`src/rtl/phase_sequencer_pkg.sv`:
```
// Shared definitions for the phase sequencer.
//   state_t      : sequencer control states (IDLE, RUN, PAUSED)
//   MODE_*       : per-phase output mode codes
//   mode_out()   : decodes one mode code against operands a and b
package phase_seq_pkg;

  typedef enum logic [1:0] {
    IDLE   = 2'd0,
    RUN    = 2'd1,
    PAUSED = 2'd2
  } state_t;

  localparam logic [1:0] MODE_ZERO = 2'b00;
  localparam logic [1:0] MODE_ONE  = 2'b01;
  localparam logic [1:0] MODE_XOR  = 2'b10;
  localparam logic [1:0] MODE_AND  = 2'b11;

  function automatic logic mode_out(input logic [1:0] mode, input logic a, input logic b);
    logic r;
    case (mode)
      MODE_ZERO: r = 1'b0;
      MODE_ONE:  r = 1'b1;
      MODE_XOR:  r = a ^ b;
      MODE_AND:  r = a & b;
      default:   r = 1'b0;
    endcase
    return r;
  endfunction

endpackage

```
`src/rtl/phase_sequencer_if.sv`:
```
// Control/status bundle of the phase sequencer.
//   master : drives start, pause, abort, loop_en, dwell, mode, a, b;
//            observes out, phase, busy, step, done
//   slave  : the sequencer side (directions mirrored)
interface phase_sequencer_if #(
  parameter int NUM_PHASES = 4,
  parameter int CNT_W      = 8,
  parameter int PH_W       = $clog2(NUM_PHASES)
);
  logic                        start;
  logic                        pause;
  logic                        abort;
  logic                        loop_en;
  logic [NUM_PHASES*CNT_W-1:0] dwell;
  logic [2*NUM_PHASES-1:0]     mode;
  logic                        a;
  logic                        b;
  logic                        out;
  logic [PH_W-1:0]             phase;
  logic                        busy;
  logic                        step;
  logic                        done;

  modport master (
    output start, pause, abort, loop_en, dwell, mode, a, b,
    input  out, phase, busy, step, done
  );

  modport slave (
    input  start, pause, abort, loop_en, dwell, mode, a, b,
    output out, phase, busy, step, done
  );
endinterface

```
`src/rtl/phase_sequencer_out_mux.sv`:
```
// Output mode decoder for the phase sequencer.
//   mode   : 2-bit mode code of the current phase
//   a, b   : logic operands
//   enable : high while the sequencer is active; forces out low otherwise
//   out    : decoded output (combinational)
module phase_out_mux
  import phase_seq_pkg::*;
(
  input  logic [1:0] mode,
  input  logic       a,
  input  logic       b,
  input  logic       enable,
  output logic       out
);

  // Decode the mode code, gated by enable.
  always_comb begin
    out = 1'b0;
    if (enable) begin
      out = mode_out(mode, a, b);
    end else begin
      out = 1'b0;
    end
  end

endmodule

```
`src/rtl/phase_sequencer.sv`:
```
// Timed phase sequencer: steps through NUM_PHASES phases, each held for a
// per-phase dwell count latched on phase entry, with pause/abort control and
// one-shot or looping operation.
//   clk, reset : clock and asynchronous active-high reset
//   bus.start  : begin a sequence from phase 0 (ignored while busy)
//   bus.pause  : freeze counter and phase while high
//   bus.abort  : return to IDLE, overriding everything else
//   bus.loop_en: wrap to phase 0 after the last phase instead of stopping
//   bus.dwell  : per-phase dwell, phase k at [k*CNT_W +: CNT_W] (0 acts as 1)
//   bus.mode   : per-phase output mode, phase k at [2k +: 2]
//   bus.a/b    : operands for the logic output modes
//   bus.out    : phase-dependent output, 0 in IDLE
//   bus.phase  : current phase index
//   bus.busy   : high in RUN or PAUSED
//   bus.step   : one-cycle pulse on each phase advance
//   bus.done   : one-cycle pulse when a one-shot sequence completes
module phase_sequencer
  import phase_seq_pkg::*;
#(
  parameter int NUM_PHASES = 4,
  parameter int CNT_W      = 8,
  parameter int PH_W       = $clog2(NUM_PHASES)
) (
  input logic                clk,
  input logic                reset,
  phase_sequencer_if.slave   bus
);

  localparam logic [PH_W-1:0] LAST_PHASE = PH_W'(NUM_PHASES - 1);

  state_t             state;
  state_t             state_nx;
  logic [PH_W-1:0]    phase;
  logic [PH_W-1:0]    phase_nx;
  logic [CNT_W-1:0]   cnt;
  logic [CNT_W-1:0]   cnt_nx;
  logic [CNT_W-1:0]   dwell_q;
  logic [CNT_W-1:0]   dwell_nx;
  logic [CNT_W-1:0]   dwell_sel;
  logic               load_dwell;
  logic               step;
  logic               step_nx;
  logic               done;
  logic               done_nx;

  // State and datapath registers.
  always_ff @(posedge clk or posedge reset) begin
    if (reset) begin
      state   <= IDLE;
      phase   <= '0;
      cnt     <= '0;
      dwell_q <= '0;
      step    <= 1'b0;
      done    <= 1'b0;
    end else begin
      state   <= state_nx;
      phase   <= phase_nx;
      cnt     <= cnt_nx;
      dwell_q <= dwell_nx;
      step    <= step_nx;
      done    <= done_nx;
    end
  end

  // Next-state logic. Releasing pause counts that cycle like RUN, so a
  // phase paused for N cycles lasts exactly dwell + N cycles.
  always_comb begin
    state_nx   = state;
    phase_nx   = phase;
    cnt_nx     = cnt;
    step_nx    = 1'b0;
    done_nx    = 1'b0;
    load_dwell = 1'b0;
    case (state)
      IDLE: begin
        if (bus.start && !bus.abort) begin
          state_nx   = RUN;
          phase_nx   = '0;
          cnt_nx     = '0;
          load_dwell = 1'b1;
        end else begin
          state_nx   = IDLE;
        end
      end
      RUN, PAUSED: begin
        if (bus.abort) begin
          state_nx = IDLE;
          phase_nx = '0;
          cnt_nx   = '0;
        end else if (bus.pause) begin
          state_nx = PAUSED;
        end else if (cnt == dwell_q - CNT_W'(1)) begin
          // dwell_q is never 0 once latched, so this compare cannot wrap.
          step_nx    = 1'b1;
          cnt_nx     = '0;
          load_dwell = 1'b1;
          if (phase == LAST_PHASE) begin
            phase_nx = '0;
            if (bus.loop_en) begin
              state_nx = RUN;
            end else begin
              state_nx = IDLE;
              done_nx  = 1'b1;
            end
          end else begin
            phase_nx = phase + PH_W'(1);
            state_nx = RUN;
          end
        end else begin
          cnt_nx   = cnt + CNT_W'(1);
          state_nx = RUN;
        end
      end
      default: begin
        state_nx = IDLE;
        phase_nx = '0;
        cnt_nx   = '0;
      end
    endcase
  end

  // Latch the dwell of the phase being entered; a zero dwell is held as 1.
  always_comb begin
    dwell_sel = bus.dwell[int'(phase_nx) * CNT_W +: CNT_W];
    dwell_nx  = dwell_q;
    if (load_dwell) begin
      if (dwell_sel == '0) begin
        dwell_nx = CNT_W'(1);
      end else begin
        dwell_nx = dwell_sel;
      end
    end else begin
      dwell_nx = dwell_q;
    end
  end

  phase_out_mux u_out_mux (
    .mode   (bus.mode[int'(phase) * 2 +: 2]),
    .a      (bus.a),
    .b      (bus.b),
    .enable (state != IDLE),
    .out    (bus.out)
  );

  assign bus.phase = phase;
  assign bus.busy  = (state != IDLE);
  assign bus.step  = step;
  assign bus.done  = done;

endmodule

```
`src/flat_wrapper.sv`:
```
// flat-port wrapper written by rule: the top's interface ports become plain ports
module phase_sequencer_flat import phase_seq_pkg::*;
#(
  parameter int NUM_PHASES = 4,
  parameter int CNT_W      = 8,
  parameter int PH_W       = $clog2(NUM_PHASES)
)
  (clk, reset, bus_start, bus_pause, bus_abort, bus_loop_en, bus_dwell, bus_mode, bus_a, bus_b, bus_out, bus_phase, bus_busy, bus_step, bus_done);
  phase_sequencer_if #(.NUM_PHASES(NUM_PHASES), .CNT_W(CNT_W), .PH_W(PH_W)) bus_i ();
  input logic clk;
  input logic reset;
  input wire logic [$bits(bus_i.start)-1:0] bus_start;
  input wire logic [$bits(bus_i.pause)-1:0] bus_pause;
  input wire logic [$bits(bus_i.abort)-1:0] bus_abort;
  input wire logic [$bits(bus_i.loop_en)-1:0] bus_loop_en;
  input wire logic [$bits(bus_i.dwell)-1:0] bus_dwell;
  input wire logic [$bits(bus_i.mode)-1:0] bus_mode;
  input wire logic [$bits(bus_i.a)-1:0] bus_a;
  input wire logic [$bits(bus_i.b)-1:0] bus_b;
  output wire logic [$bits(bus_i.out)-1:0] bus_out;
  output wire logic [$bits(bus_i.phase)-1:0] bus_phase;
  output wire logic [$bits(bus_i.busy)-1:0] bus_busy;
  output wire logic [$bits(bus_i.step)-1:0] bus_step;
  output wire logic [$bits(bus_i.done)-1:0] bus_done;
  assign bus_i.start = bus_start;
  assign bus_i.pause = bus_pause;
  assign bus_i.abort = bus_abort;
  assign bus_i.loop_en = bus_loop_en;
  assign bus_i.dwell = bus_dwell;
  assign bus_i.mode = bus_mode;
  assign bus_i.a = bus_a;
  assign bus_i.b = bus_b;
  assign bus_out = bus_i.out;
  assign bus_phase = bus_i.phase;
  assign bus_busy = bus_i.busy;
  assign bus_step = bus_i.step;
  assign bus_done = bus_i.done;
  phase_sequencer #(.NUM_PHASES(NUM_PHASES), .CNT_W(CNT_W), .PH_W(PH_W)) u_core (.clk(clk), .reset(reset), .bus(bus_i));
endmodule
```
`config.mk`:
```
export PLATFORM = sky130hd
export DESIGN_NAME = phase_sequencer_flat
export DESIGN_NICKNAME = d
export VERILOG_FILES = /design/src/rtl/phase_sequencer_pkg.sv /design/src/rtl/phase_sequencer_if.sv /design/src/rtl/phase_sequencer_out_mux.sv /design/src/rtl/phase_sequencer.sv /design/src/flat_wrapper.sv
export SDC_FILE = /design/constraint.sdc
export NUM_CORES = 1
export LEC_CHECK = 0
export ABC_AREA = 1
export ABC_CLOCK_PERIOD_IN_PS = 5200
export CAP_MARGIN = 40
export CORE_UTILIZATION = 30
export CTS_BUF_LIST = sky130_fd_sc_hd__clkbuf_4 sky130_fd_sc_hd__clkbuf_8
export CTS_CLUSTER_DIAMETER = 200
export DETAILED_ROUTE_END_ITERATION = 16
export GPL_TIMING_DRIVEN = 0
export PLACE_DENSITY_LB_ADDON = 0.2
export SLEW_MARGIN = 20
export SYNTH_ARGS = -nofsm -noshare
export SYNTH_HDL_FRONTEND = slang
export SYNTH_SLANG_ARGS = --single-unit
```
`constraint.sdc`:
```
create_clock -name clk -period 5.2 [get_ports clk]
set_clock_uncertainty 0.15 [all_clocks]
set_input_delay 0.52 -clock clk [delete_from_list [all_inputs] [get_ports clk]]
set_output_delay 0.52 -clock clk [all_outputs]
set_load 0.01 [all_outputs]
```
## After elaboration in Yosys (flattened, before gate mapping)

Cells that the tools add are included.

| word-level totals | value |
|---|---|
| register bits after elaboration | 22 |
| logic and storage cells | 63 |
| input bits | 48 |
| output and inout port bits | 6 |

| cells by class | value |
|---|---|
| shift operators | 2 |
| reduce and logical (&&, ||, !) cells | 8 |
| equality and inequality tests | 9 |
| bitwise gates (word level) | 2 |
| multiplexer cells | 33 |
| add/sub/neg operators | 3 |

Operator list:

| operator | number |
|---|---|
| 8-bit two-way mux | 5 |
| 32-bit by 6-bit indexed part select with 8-bit output | 1 |
| 1-bit two-way mux | 16 |
| 8-bit case mux with 2 select lines | 1 |
| 2-bit two-way mux | 7 |
| 8-bit by 1-bit adder with 8-bit output (second input constant) | 1 |
| 2-bit == test (second input constant) | 4 |
| 8-bit == test | 1 |
| 8-bit logical NOT | 1 |
| 2-bit case mux with 2 select lines | 2 |
| 8-bit by 4-bit indexed part select with 2-bit output | 1 |
| 8-bit by 1-bit subtractor with 8-bit output (second input constant) | 1 |
| 2-bit by 1-bit == test with 1-bit output (second input constant) | 2 |
| 2-bit logical NOT | 2 |
| 1-bit case mux with 4 select lines | 1 |
| 3-bit != test (second input constant) | 1 |
| 2-bit by 1-bit adder with 2-bit output (second input constant) | 1 |
| 2-bit by 1-bit != test with 1-bit output (second input constant) | 1 |
| 1-bit case mux with 2 select lines | 1 |
| 2-bit AND reduction | 1 |
| 2-bit nonzero test | 1 |
| 2-bit OR reduction | 1 |
| 1-bit AND | 1 |
| 1-bit logical AND | 1 |
| other kinds (2) | 2 |

## Depth between registers and ports, before layout

| depth | value |
|---|---|
| word-level depth | 9 |
| gate-level depth with buffers | 21 |
| mapped depth without buffers | 20 |

## By module

From an unflattened synthesis, not the netlist that was laid out.

| unflattened totals | value |
|---|---|
| cell total of the unflattened synthesis | 281 |
| area total of the unflattened synthesis | 1,841.8 µm² |

By module, submodules not included:

| module | times used | cells an instance | area each (µm²) | seq. area each (µm²) |
|---|---|---|---|---|
| phase_sequencer | 1 | 272 | 1,799.2 | 550.5 |
| phase_out_mux | 1 | 9 | 42.5 | 0.0 |

## Worst setup path before layout

Ideal clock, no wire load.

| timing path | value |
|---|---|
| path type | flip-flop to flip-flop |
| from | reg u_core.dwell_q[0] |
| to | reg u_core.dwell_q[0] |
| data required time | 4.977 ns |
| slack | 2.717 ns |
| path buffers | 1 |
| clock period less this slack | 2.483 ns |
| library setup time | 0.073 ns |
| data arrival time | 2.260 ns |
| cell stages (with the launch flop) | 21 |
| cell sequence | dfrtp_1 -> inv_2 -> ha_1 -> inv_1 -> nand2_1 -> nand2_1 -> nand2_1 -> nor2_1 -> nand3_2 -> nor2_4 -> nand3_2 -> a21oi_4 -> nand2_4 -> buf_6 -> nand2_1 -> nand3_1 -> nand2_1 -> nand2_1 -> nor2_1 -> nand2_1 -> a21oi_2 |

| between the ends | value |
|---|---|
| cells in the longest elaborated chain, start to end | 9 |
| elaborated cells on any way between the ends | 13 |
| classes of those cells | add/sub (1); eq/ne (1); shift (1); mux (9); reduce/logical (1) |

Ends and longest elaborated chain:

| item | RTL line | text |
|---|---|---|
| from (decl) | phase_sequencer.sv:37 | `logic [CNT_W-1:0] dwell_q;` |
| from (signal assigned) | phase_sequencer.sv:59 | `dwell_q <= dwell_nx;` |
| 8-bit by 1-bit subtractor with 8-bit output * | phase_sequencer.sv:92 | `end else if (cnt == dwell_q - CNT_W'(1)) begin` |
| 8-bit == test * | phase_sequencer.sv:92 |  |
| 2-bit two-way mux | phase_sequencer.sv:92 |  |
| 2-bit two-way mux | phase_sequencer.sv:90 | `end else if (bus.pause) begin` |
| 2-bit two-way mux | phase_sequencer.sv:86 | `if (bus.abort) begin` |
| 2-bit case mux with 2 select lines | phase_sequencer.sv:74 | `case (state)` |
| 32-bit by 6-bit indexed part select with 8-bit output | phase_sequencer.sv:124 | `dwell_sel = bus.dwell[int'(phase_nx) * CNT_W +: CNT_W];` |
| 8-bit logical NOT | phase_sequencer.sv:127 | `if (dwell_sel == '0) begin` |
| 8-bit two-way mux | phase_sequencer.sv:127 |  |

Mark *: on every way between the ends. The rest lies on a longest branch, timed or not.
A chain may end at the register's enable or synchronous reset.

## Worst setup path after layout

Ends and elaborated chain as after synthesis.

==> flow_metrics.py <==
metrics = {
    "route": {
        "postRouteAntennaNets": 0,
        "drc": 0,
        "first_pass_iters": 4,
        "drt_iter0_markers": 95,
        "wl_um": 4624,
        "num_vias": 1868,
        "wl_per_cell_um": 11.68,
        "viasPerCell": 4.717,
    },
    "clock_network": {
        "post-cts-setup-buffers": 0,
        "clock_latency_ns": 0.27,
        "cts_tree": "built",
        "htreeDepth": 1,
        "hold_buffers": 0,
        "clk_path_buf_depth": 2,
        "cts_sinks": 22,
        "cts_resized": 0,
        "cts_buffers": 3,
        "clk_pin_slew_ns": 0.09,
        "cts_root_buf": "clkbuf_8",
    },
    "run_status": {
        "status": "finished clean",
    },
    "global_routing": {
        "antenna_found_initial": 0,
        "grt_max_degree": 13,
        "grt_pass1_wl_um": 7776,
        "grt.overflow.total": 0,
        "grt_pass1_vias": 1700,
        "grt.total_usage_pct": 15.82,
    },
    "setup_path": {
        "r2r_cells": 20,
        "critPathMostFrequentCell": "nand2_1",
        "r2r_setup_slack_ns": 2.26,
        "r2r-end": "u_core.dwell_q[0]",
        "cp_max_fo": 10,
        "path_cells": "inv_2 -> ha_1 -> inv_1 -> nand2_1 -> nand2_1 -> nand2_1 -> nor2_1 -> nand3_2 -> nor2_4 -> nand3_2 -> a21oi_4 -> nand2_4 -> buf_6 -> nand2_1 -> nand3_1 -> nand2_1 -> nand2_1 -> nor2_1 -> nand2_1 -> a21oi_2",
        "max_stage_delay_ns": 0.42,
        "worst-path-buf-inv": 3,
        "arrival_ns": 2.99,
        "cpLargestDelayFamily": "simple AND/OR/NAND/NOR gates",
        "start_kind": "flip-flop",
        "r2r_start": "u_core.dwell_q[0]",
        "critPathCaptureType": "flip-flop",
        "crit_type": "flip-flop to flip-flop",
        "slowest_stage": "dfrtp_1",
        "cp_data_required_time_ns": 5.25,
    },
    "synthesis": {
        "ys_seq_elements": 22,
        "yosysSeqAreaShare_pct": 30.99,
        "synth_cell_types": 28,
        "syn-num-nets": 320,
        "ys_warn_count": 0,
        "synth_area_um2": 1777,
        "synth_area_per_cell_um2": 6.679,
        "syn-instance-count": 266,
    },
    "layout": {
        "regArea_um2": 550.5,
        "layout_commonest_cell": "nand2_1",
        "nNetsFinal": 379,
        "drive_gt1_share_pct": 6.790,
        "diodes": 0,
        "final.fill_count": 635,
        "multi_input_area_um2": 1064,
        "layout_common_cells": "81 x nand2_1, 53 x clkdlybuf4s50_1, 45 x nand3_1, 34 x inv_1, 22 x dfrtp_1",
        "fin_util_pct": 44.00,
        "final_cells": 396,
        "syn_to_final_growth_pct": 38.87,
    },
    "sta": {
        "setup_viol_count_final": 0,
        "rsz0062_at_grt": "false",
        "relSlewSlack_pct": 69.71,
        "slew_violations": 0,
        "min_period_ns": 2.942,
        "hold_viol_final": 0,
        "fin_tns_setup_ns": 0,
        "setup_ws_ns": 2.258,
        "max_freq_ghz": 0.3399,
        "worst_pin_slew_ns": 0.4539,
        "period_share_pct": 56.57,
    },
    "floorplan": {
        "die_h_um": 78.96,
        "rows": 27,
        "die_area_um2": 6234,
        "core_area_um2": 5608,
        "start_util_pct": 31.68,
        "pin_count": 54,
        "die_w_um": 78.96,
    },
    "power_and_ir_drop": {
        "irDropWorstVdd_mv": 0.1150,
        "cellLeakagePower_nw": 1.145,
        "finalPower_w": 0.0005696,
        "power_density_nw_per_um2": 230.8,
    },
    "min_path": {
        "hold_path_class": "input pin to asynchronous set/reset pin",
    },
    "placement": {
        "hpwl_um": 3774,
        "gp_congestion": 0.7588,
        "pre_cts_slack_ns": 2.283,
        "port_buffers": 53,
        "post-place-cells": 392,
    },
    "run": {
        "max-cap-violations": 0,
    },
}
worst max-delay path by stage:
stage	endpoint	cells after the start	from	slack (ns)
detailed placement	u_core.dwell_q[0]	20	u_core.dwell_q[0]	2.28
CTS	u_core.dwell_q[0]	20	u_core.dwell_q[0]	2.25
finish	u_core.dwell_q[0]	20	u_core.dwell_q[0]	2.26
global placement	u_core.dwell_q[0]	20	u_core.dwell_q[0]	2.27
floorplan	u_core.dwell_q[0]	20	u_core.dwell_q[0]	2.72
global route	u_core.dwell_q[0]	20	u_core.dwell_q[0]	1.97
per-layer routing:
metal | up-vias | track usage [%] | routed length, um
li1 | 991 | - | -
met1 | 830 | 20.87 | 2218
met2 | 41 | 26.17 | 2161
met3 | 6 | 3.218 | 195
met4 | 0 | 4.364 | 49
met5 | - | 0 | 0
power breakdown:
group          switching [W]  leakage, nW  internal (W)
clock              0.0000594       0.0288     0.0000676
sequential         0.0000280        0.291      0.000192
combinational       0.000123        0.826     0.0000992
cell families (layout without fill, tap and decap cells):
| family | after synthesis | after routing | share of synthesized area, % |
|---|---|---|---|
| compound gates | 31 | 31 | 11.69 |
| xor+xnor | 9 | 9 | 4.436 |
| fa+ha+maj | 6 | 6 | 4.225 |
| buf+inv | 41 | 99 | 9.155 |
| flops | 22 | 22 | 30.99 |
| simple gates | 157 | 157 | 39.51 |
cell usage after synthesis:
cell type  count  share of area (%)
nand3_2        2                1.1
a21oi_4        2                1.8
o311a_1        1               0.56
nor2_1        15                3.2
xnor2_1        4                2.0
nand4_1        2               0.70
o211ai_1       1               0.42
nand2_1       81                 17
nand2_4        1               0.63
nand3_1       45                 13
inv_1         34                7.2
a21oi_1        7                2.0
o21ai_0        9                2.5
buf_2          1               0.28
buf_6          1               0.63
clkbuf_1       2               0.42
nor3_1         5                1.4
inv_2          3               0.63
nor2_4         2                1.3
nor2_2         2               0.70
o22ai_1        7                2.5
dfrtp_1       22                 31
ha_1           6                4.2
o21ai_1        1               0.28
xor2_1         5                2.5
a32o_1         2                1.1
nand2_2        2               0.70
a21oi_2        1               0.49
stage by stage:
| step | area (um^2) | hold WS [ns] |
|---|---|---|
| 6_report | 2467 | 0.3956 |
| 5_1_grt | 2467 | 0.4255 |
| 4_1_cts | 2467 | 0.4030 |
| 3_5_place_dp | 2412 | 0.3811 |
| 3_3_place_gp | 2397 | 0.3677 |
| 2_1_floorplan | 1777 | 0.3234 |
sequential cells by signal, summed over array words and instances (netlist names):
name	count
u_core.bus.phase	2
u_core.state	2
u_core.dwell_q	8
u_core.bus.step	1
u_core.bus.done	1
u_core.cnt	8
area by class of cell:
| class | instances | area share (%) |
|---|---|---|
| clock buffers | 4 | 2.231 |
| flip-flops and latches | 22 | 22.31 |
| inverters | 37 | 5.629 |
| multi-input cells | 203 | 43.10 |
| plain buffers | 4 | 0.9635 |
| well taps | 72 | 3.651 |
| repair buffers | 54 | 22.11 |
(Power assumes the default switching activity.)
